--- config.mk ---
export PLATFORM = sky130hd
export DESIGN_NAME = axis_frame_source_flat
export DESIGN_NICKNAME = d
export VERILOG_FILES = /design/src/rtl/axis_pkg.sv /design/src/rtl/axis_frame_source_if.sv /design/src/rtl/axis_gap_counter.sv /design/src/rtl/axis_frame_source.sv /design/src/flat_wrapper.sv
export SDC_FILE = /design/constraint.sdc
export NUM_CORES = 1
export LEC_CHECK = 0
export ABC_CLOCK_PERIOD_IN_PS = 3500
export CORE_ASPECT_RATIO = 0.6
export CORE_MARGIN = 2
export CORE_UTILIZATION = 54
export DETAILED_ROUTE_END_ITERATION = 16
export HOLD_SLACK_MARGIN = 0.08
export PLACE_DENSITY_LB_ADDON = 0.2
export SLEW_MARGIN = 5
export SYNTH_ARGS = -nofsm -noshare
export SYNTH_HDL_FRONTEND = slang
export SYNTH_HIERARCHICAL = 1
export SYNTH_SLANG_ARGS = --single-unit
--- constraint.sdc ---
create_clock -name clk -period 3.5 [get_ports clk]
set_clock_uncertainty 0.05 [all_clocks]
set_input_delay 0.7 -clock clk [delete_from_list [all_inputs] [get_ports clk]]
set_output_delay 0.7 -clock clk [all_outputs]
set_load 0.05 [all_outputs]
--- src/rtl/axis_pkg.sv ---
// Shared types and default widths for the AXI-Stream frame source.
package axis_pkg;

  localparam int unsigned DEF_DATA_WIDTH = 8;
  localparam int unsigned DEF_LEN_WIDTH  = 16;
  localparam int unsigned DEF_GAP_WIDTH  = 8;
  localparam int unsigned DEF_CNT_WIDTH  = 16;

  typedef enum logic [1:0] {
    IDLE = 2'd0,
    SEND = 2'd1,
    GAP  = 2'd2,
    FIN  = 2'd3
  } state_t;

endpackage

--- src/rtl/axis_frame_source_if.sv ---
// AXI-Stream beat channel with master (driver) and slave (sink) views.
interface axis_frame_source_if
  import axis_pkg::*;
#(
  parameter int unsigned DATA_WIDTH = DEF_DATA_WIDTH
);

  logic                  tvalid;
  logic                  tready;
  logic [DATA_WIDTH-1:0] tdata;
  logic                  tlast;

  modport master (output tvalid, output tdata, output tlast, input tready);
  modport slave  (input tvalid, input tdata, input tlast, output tready);

endinterface

--- src/rtl/axis_gap_counter.sv ---
// Loadable down-counter with a zero flag; paces the idle cycles between beats.
module axis_gap_counter #(
  parameter int unsigned WIDTH = 8
) (
  input  logic             clk,
  input  logic             rst,
  input  logic             load,
  input  logic [WIDTH-1:0] load_val,
  input  logic             dec,
  output logic             zero
);

  logic [WIDTH-1:0] count;

  // Load has priority over decrement; decrement saturates at zero.
  always_ff @(posedge clk) begin
    if (rst) begin
      count <= '0;
    end else if (load) begin
      count <= load_val;
    end else if (dec && (count != '0)) begin
      count <= count - WIDTH'(1);
    end
  end

  assign zero = (count == '0);

endmodule

--- src/rtl/axis_frame_source.sv ---
// AXI-Stream frame source: one frame of incrementing words per accepted command.
module axis_frame_source
  import axis_pkg::*;
#(
  parameter int unsigned DATA_WIDTH = DEF_DATA_WIDTH,
  parameter int unsigned LEN_WIDTH  = DEF_LEN_WIDTH,
  parameter int unsigned GAP_WIDTH  = DEF_GAP_WIDTH,
  parameter int unsigned CNT_WIDTH  = DEF_CNT_WIDTH
) (
  input  logic                  clk,
  input  logic                  rst,
  input  logic                  cfg_valid,
  output logic                  cfg_ready,
  input  logic [LEN_WIDTH-1:0]  cfg_len,
  input  logic [DATA_WIDTH-1:0] cfg_start,
  input  logic [GAP_WIDTH-1:0]  cfg_gap,
  axis_frame_source_if.master   m_axis,
  output logic                  busy,
  output logic                  done,
  output logic [CNT_WIDTH-1:0]  frame_count
);

  state_t                state, state_nxt;
  logic [LEN_WIDTH-1:0]  len_q;
  logic [LEN_WIDTH-1:0]  idx_q;
  logic [DATA_WIDTH-1:0] data_q;
  logic [GAP_WIDTH-1:0]  gap_q;
  logic [CNT_WIDTH-1:0]  fc_q;

  logic accept;
  logic beat_hs;
  logic last_beat;
  logic frame_end;
  logic gap_load;
  logic gap_dec;
  logic gap_zero;

  // State register.
  always_ff @(posedge clk) begin
    if (rst) begin
      state <= IDLE;
    end else begin
      state <= state_nxt;
    end
  end

  // Next-state decode and per-state handshake/gap control.
  always_comb begin
    state_nxt = state;
    cfg_ready = 1'b0;
    gap_load  = 1'b0;
    gap_dec   = 1'b0;
    case (state)
      IDLE: begin
        cfg_ready = 1'b1;
        if (cfg_valid) begin
          state_nxt = (cfg_len == '0) ? FIN : SEND;
        end
      end
      SEND: begin
        if (m_axis.tready) begin
          if (last_beat) begin
            state_nxt = FIN;
          end else if (gap_q != '0) begin
            state_nxt = GAP;
            gap_load  = 1'b1;
          end
        end
      end
      GAP: begin
        gap_dec = 1'b1;
        if (gap_zero) begin
          state_nxt = SEND;
        end
      end
      FIN: begin
        state_nxt = IDLE;
      end
      default: begin
        state_nxt = IDLE;
      end
    endcase
  end

  assign accept    = (state == IDLE) && cfg_valid;
  assign beat_hs   = (state == SEND) && m_axis.tready;
  assign last_beat = (idx_q == (len_q - LEN_WIDTH'(1)));
  // Counted on entry to FIN so frame_count already shows the new value while done is high.
  assign frame_end = (accept && (cfg_len == '0)) || (beat_hs && last_beat);

  // Command latch, beat index, data incrementer and completed-frame counter.
  always_ff @(posedge clk) begin
    if (rst) begin
      len_q  <= '0;
      idx_q  <= '0;
      data_q <= '0;
      gap_q  <= '0;
      fc_q   <= '0;
    end else begin
      if (accept) begin
        len_q  <= cfg_len;
        gap_q  <= cfg_gap;
        data_q <= cfg_start;
        idx_q  <= '0;
      end else if (beat_hs && !last_beat) begin
        data_q <= data_q + DATA_WIDTH'(1);
        idx_q  <= idx_q + LEN_WIDTH'(1);
      end
      if (frame_end) begin
        fc_q <= fc_q + CNT_WIDTH'(1);
      end
    end
  end

  // Loaded with gap-1: the zero flag is seen in the last idle cycle, so GAP lasts exactly gap cycles.
  axis_gap_counter #(
    .WIDTH (GAP_WIDTH)
  ) u_gap_counter (
    .clk      (clk),
    .rst      (rst),
    .load     (gap_load),
    .load_val (gap_q - GAP_WIDTH'(1)),
    .dec      (gap_dec),
    .zero     (gap_zero)
  );

  assign m_axis.tvalid = (state == SEND);
  assign m_axis.tlast  = (state == SEND) && last_beat;
  assign m_axis.tdata  = data_q;
  assign busy          = (state != IDLE);
  assign done          = (state == FIN);
  assign frame_count   = fc_q;

endmodule

--- src/flat_wrapper.sv ---
// flat-port wrapper written by rule: the top's interface ports become plain ports
module axis_frame_source_flat import axis_pkg::*;
#(
  parameter int unsigned DATA_WIDTH = DEF_DATA_WIDTH,
  parameter int unsigned LEN_WIDTH  = DEF_LEN_WIDTH,
  parameter int unsigned GAP_WIDTH  = DEF_GAP_WIDTH,
  parameter int unsigned CNT_WIDTH  = DEF_CNT_WIDTH
)
  (clk, rst, cfg_valid, cfg_ready, cfg_len, cfg_start, cfg_gap, busy, done, frame_count, m_axis_tvalid, m_axis_tdata, m_axis_tlast, m_axis_tready);
  axis_frame_source_if #(.DATA_WIDTH(DATA_WIDTH)) m_axis_i ();
  input  logic clk;
  input  logic rst;
  input  logic cfg_valid;
  output logic cfg_ready;
  input  logic [LEN_WIDTH-1:0] cfg_len;
  input  logic [DATA_WIDTH-1:0] cfg_start;
  input  logic [GAP_WIDTH-1:0] cfg_gap;
  output logic busy;
  output logic done;
  output logic [CNT_WIDTH-1:0] frame_count;
  output wire logic [$bits(m_axis_i.tvalid)-1:0] m_axis_tvalid;
  output wire logic [$bits(m_axis_i.tdata)-1:0] m_axis_tdata;
  output wire logic [$bits(m_axis_i.tlast)-1:0] m_axis_tlast;
  input wire logic [$bits(m_axis_i.tready)-1:0] m_axis_tready;
  assign m_axis_tvalid = m_axis_i.tvalid;
  assign m_axis_tdata = m_axis_i.tdata;
  assign m_axis_tlast = m_axis_i.tlast;
  assign m_axis_i.tready = m_axis_tready;
  axis_frame_source #(.DATA_WIDTH(DATA_WIDTH), .LEN_WIDTH(LEN_WIDTH), .GAP_WIDTH(GAP_WIDTH), .CNT_WIDTH(CNT_WIDTH)) u_core (.clk(clk), .rst(rst), .cfg_valid(cfg_valid), .cfg_ready(cfg_ready), .cfg_len(cfg_len), .cfg_start(cfg_start), .cfg_gap(cfg_gap), .m_axis(m_axis_i), .busy(busy), .done(done), .frame_count(frame_count));
endmodule
==> metrics <==
RSZ-0062 raised after global routing=yes; area leader, netlist=dfxtp_1; maximum clock rate=281 MHz; fin crit share=1.02; share of cells above drive strength 1=0.0936; vias in the first global route=approximately 3.8k; synth warn=6; VDD IR max=~280 uV; DRC=0; leakage=1.86 nW; GRT Util Overall=0.271; antenna violations before repair=0; Post-Layout Cell Count=702; async set-reset flop share out of synthesis=0; vias=4238; Routability Congestion=just under 1; GRT overflow=0; Detailed Routing Iterations Pass 1=5; syn_area_per_cell=7.90 sq um; Netlist cell types=59; Site Rows=24; post-DP HPWL=about 8000 um; CP cell instances=or4_4 -> buf_8 -> nor4_2 -> xnor2_1 -> nor3_2 -> nand2_1 -> nor4b_4 -> buf_12; # fillers=605; CP endpoint kind=primary output; Setup CP Type=flop to primary output; Setup TNS Final=-56.9 ps; H-tree depth=3; final hold vios=0; Clock Latency Late Sink=~340 ps; Buffers on Ports=64; main flop type after synthesis=dfxtp_1; top cells by area, synth=dfxtp_1 35%, nand2_1 7.0%, a21oi_1 6.4%; Setup Viol. Count Final=1; # IOs=65; Die Span Y=~72 um; clock buffer depth=2; failing checks=negative setup slack; Initial DRC Count=around 340; FF+latch count, synth=74; Core Util, Final=0.719; synth-to-layout area growth=26.4%; post-synthesis cell count=532; Design Area, Final=5310 sq um; Num CTS Buffers=9; min Tclk post-route=3560 ps; placed cell count=685; Nets=636; CP max stage delay=540 ps; Post-synth top cells=78 x nand2_1, 74 x dfxtp_1, 54 x a21oi_1; FF+latch area=1480 sq um; DIE WIDTH=118 um; initial core utilization=0.569; Critical-path top delay cell=or4_4; core area=7390 sq um; post-synthesis instance area=between 4000 and 5000 sq um; DR vias/cell=6.04; top cell type's share of synthesized area=0.353; ant diodes=0; Sink Count=74; DRT Wirelength=between 10000 and 15000 um; worst-path fanout max=9; Post-DP Area=4980 sq um; status=complete, but fails checks; largest net degree at the start of global routing=40; root buffer cell=clkbuf_16; Syn Nets=575; first-pass GRT wire length=18500 um; Final WS setup=-56.9 ps; antenna-violating nets left=0; count leader, synth=nand2_1; max cap viols=0; Seq/Total Area, Yosys=0.353; EDFF count, synth=0; Cell Pwr Density=between 400 and 500 nW/um^2; hold crit path type=flop to flop; CP Data Arrival Time=2810 ps; Slew Limit Fails=0; Worst Path Required=roughly 2800 ps; relative slew slack=0.568; TritonCTS clock tree=yes; Clock Pin Slew Worst Setup and Hold Paths=50 ps; Routed WL per cell=approximately 16 um; startpoint types=flop; slew at the pin with the worst max-slew slack=648 ps; WHS=roughly 420 ps; area of the multi-input gates=~2600 sq um; die area=8530 sq um
power breakdown:
group	internal [mW]	total, mW	switching, mW	leakage, nW
clock network	0.496	0.832	0.337	0.133
registers	0.897	0.968	0.0710	0.603
logic	0.290	0.680	0.390	1.12
total	1.68	2.48	0.798	1.86
critical path: cells and delay by family, from the launching register on:
kind / cells / cell delay (ps)
DFF: 1 / 350
and+or+nand+nor: 5 / 1660
buffers and inverters: 2 / 340
xor gates and xnor gates: 1 / 120
layout make-up:
| cell class | instances | share of cell area |
|---|---|---|
| clock buffer | 13 | 0.0471 |
| tap | 104 | 0.0245 |
| clock inverter | 3 | 0.00283 |
| multi-input combinational | 411 | 0.489 |
| sequential | 74 | 0.280 |
| timing repair buffer | 79 | 0.144 |
| inverter | 18 | 0.0127 |
stage by stage:
step	setup WS, ps	power [mW]
floorplan	144	1.42
global placement	229	1.59
detailed placement	194	1.61
CTS	-37.5	2.47
global route	-124	2.59
finish	-56.9	2.48
cell families after synthesis:
kind of cell	Yosys count	share of synthesized area
mux	5	0.0119
xor+xnor	38	0.0825
flops	74	0.353
simple gates	241	0.304
compound gates	120	0.183
fa+ha+maj	7	0.0208
buf+inv	47	0.0447
cells in the final DEF, fill, tap and decap left out, types with 10 or more instances in the layout:
| cell type | count |
|---|---|
| a21oi_1 | 54 |
| buf_4 | 14 |
| clkdlybuf4s50_1 | 62 |
| dfxtp_1 | 72 |
| inv_1 | 17 |
| nand2_1 | 77 |
| nand3_1 | 19 |
| nor2_1 | 36 |
| nor3_1 | 20 |
| nor4_1 | 10 |
| o21ai_0 | 17 |
| o31ai_1 | 11 |
| or4_1 | 17 |
| xnor2_1 | 19 |
| xor2_1 | 18 |
layer usage:
metal,track usage,vias up,share of wire
met1,0.362,2006,0.47
met3,0.0794,20,0.075
met2,0.424,153,0.44
li1,-,2059,-
met5,0,-,0
met4,0.0884,0,0.017
state kept, by name, summed over array words and instances, names as in the netlist:
| name | count |
|---|---|
| u_core/state | 2 |
| u_core/idx_q | 16 |
| u_core/m_axis.tdata | 8 |
| u_core/frame_count | 16 |
| u_core/gap_q | 8 |
| u_core/len_q | 16 |
| u_core/u_gap_counter/count | 8 |
timing repair:
item,in CTS,in global routing
gates resized for setup,9,3
hold buffers,0,0
setup buffers,1,0
endpoints found under the hold margin,0,0
endpoints found under the setup margin,1,1
pin swaps,7,0
path summary, 6_finish.rpt:
kind                            startpoint                            endpoint  slack (ps)  depth (start not counted)
max reg2reg   u_core/len_q[4]$_SDFFE_PP0P_  u_core/frame_count[3]$_SDFFE_PP0P_         230                          9
min reg2reg  u_core/len_q[15]$_SDFFE_PP0P_       u_core/len_q[15]$_SDFFE_PP0P_         420                          2
min          u_core/len_q[15]$_SDFFE_PP0P_       u_core/len_q[15]$_SDFFE_PP0P_         420                          2
max           u_core/len_q[4]$_SDFFE_PP0P_                        m_axis_tlast         -60                          8
(Power assumes the default switching activity.)
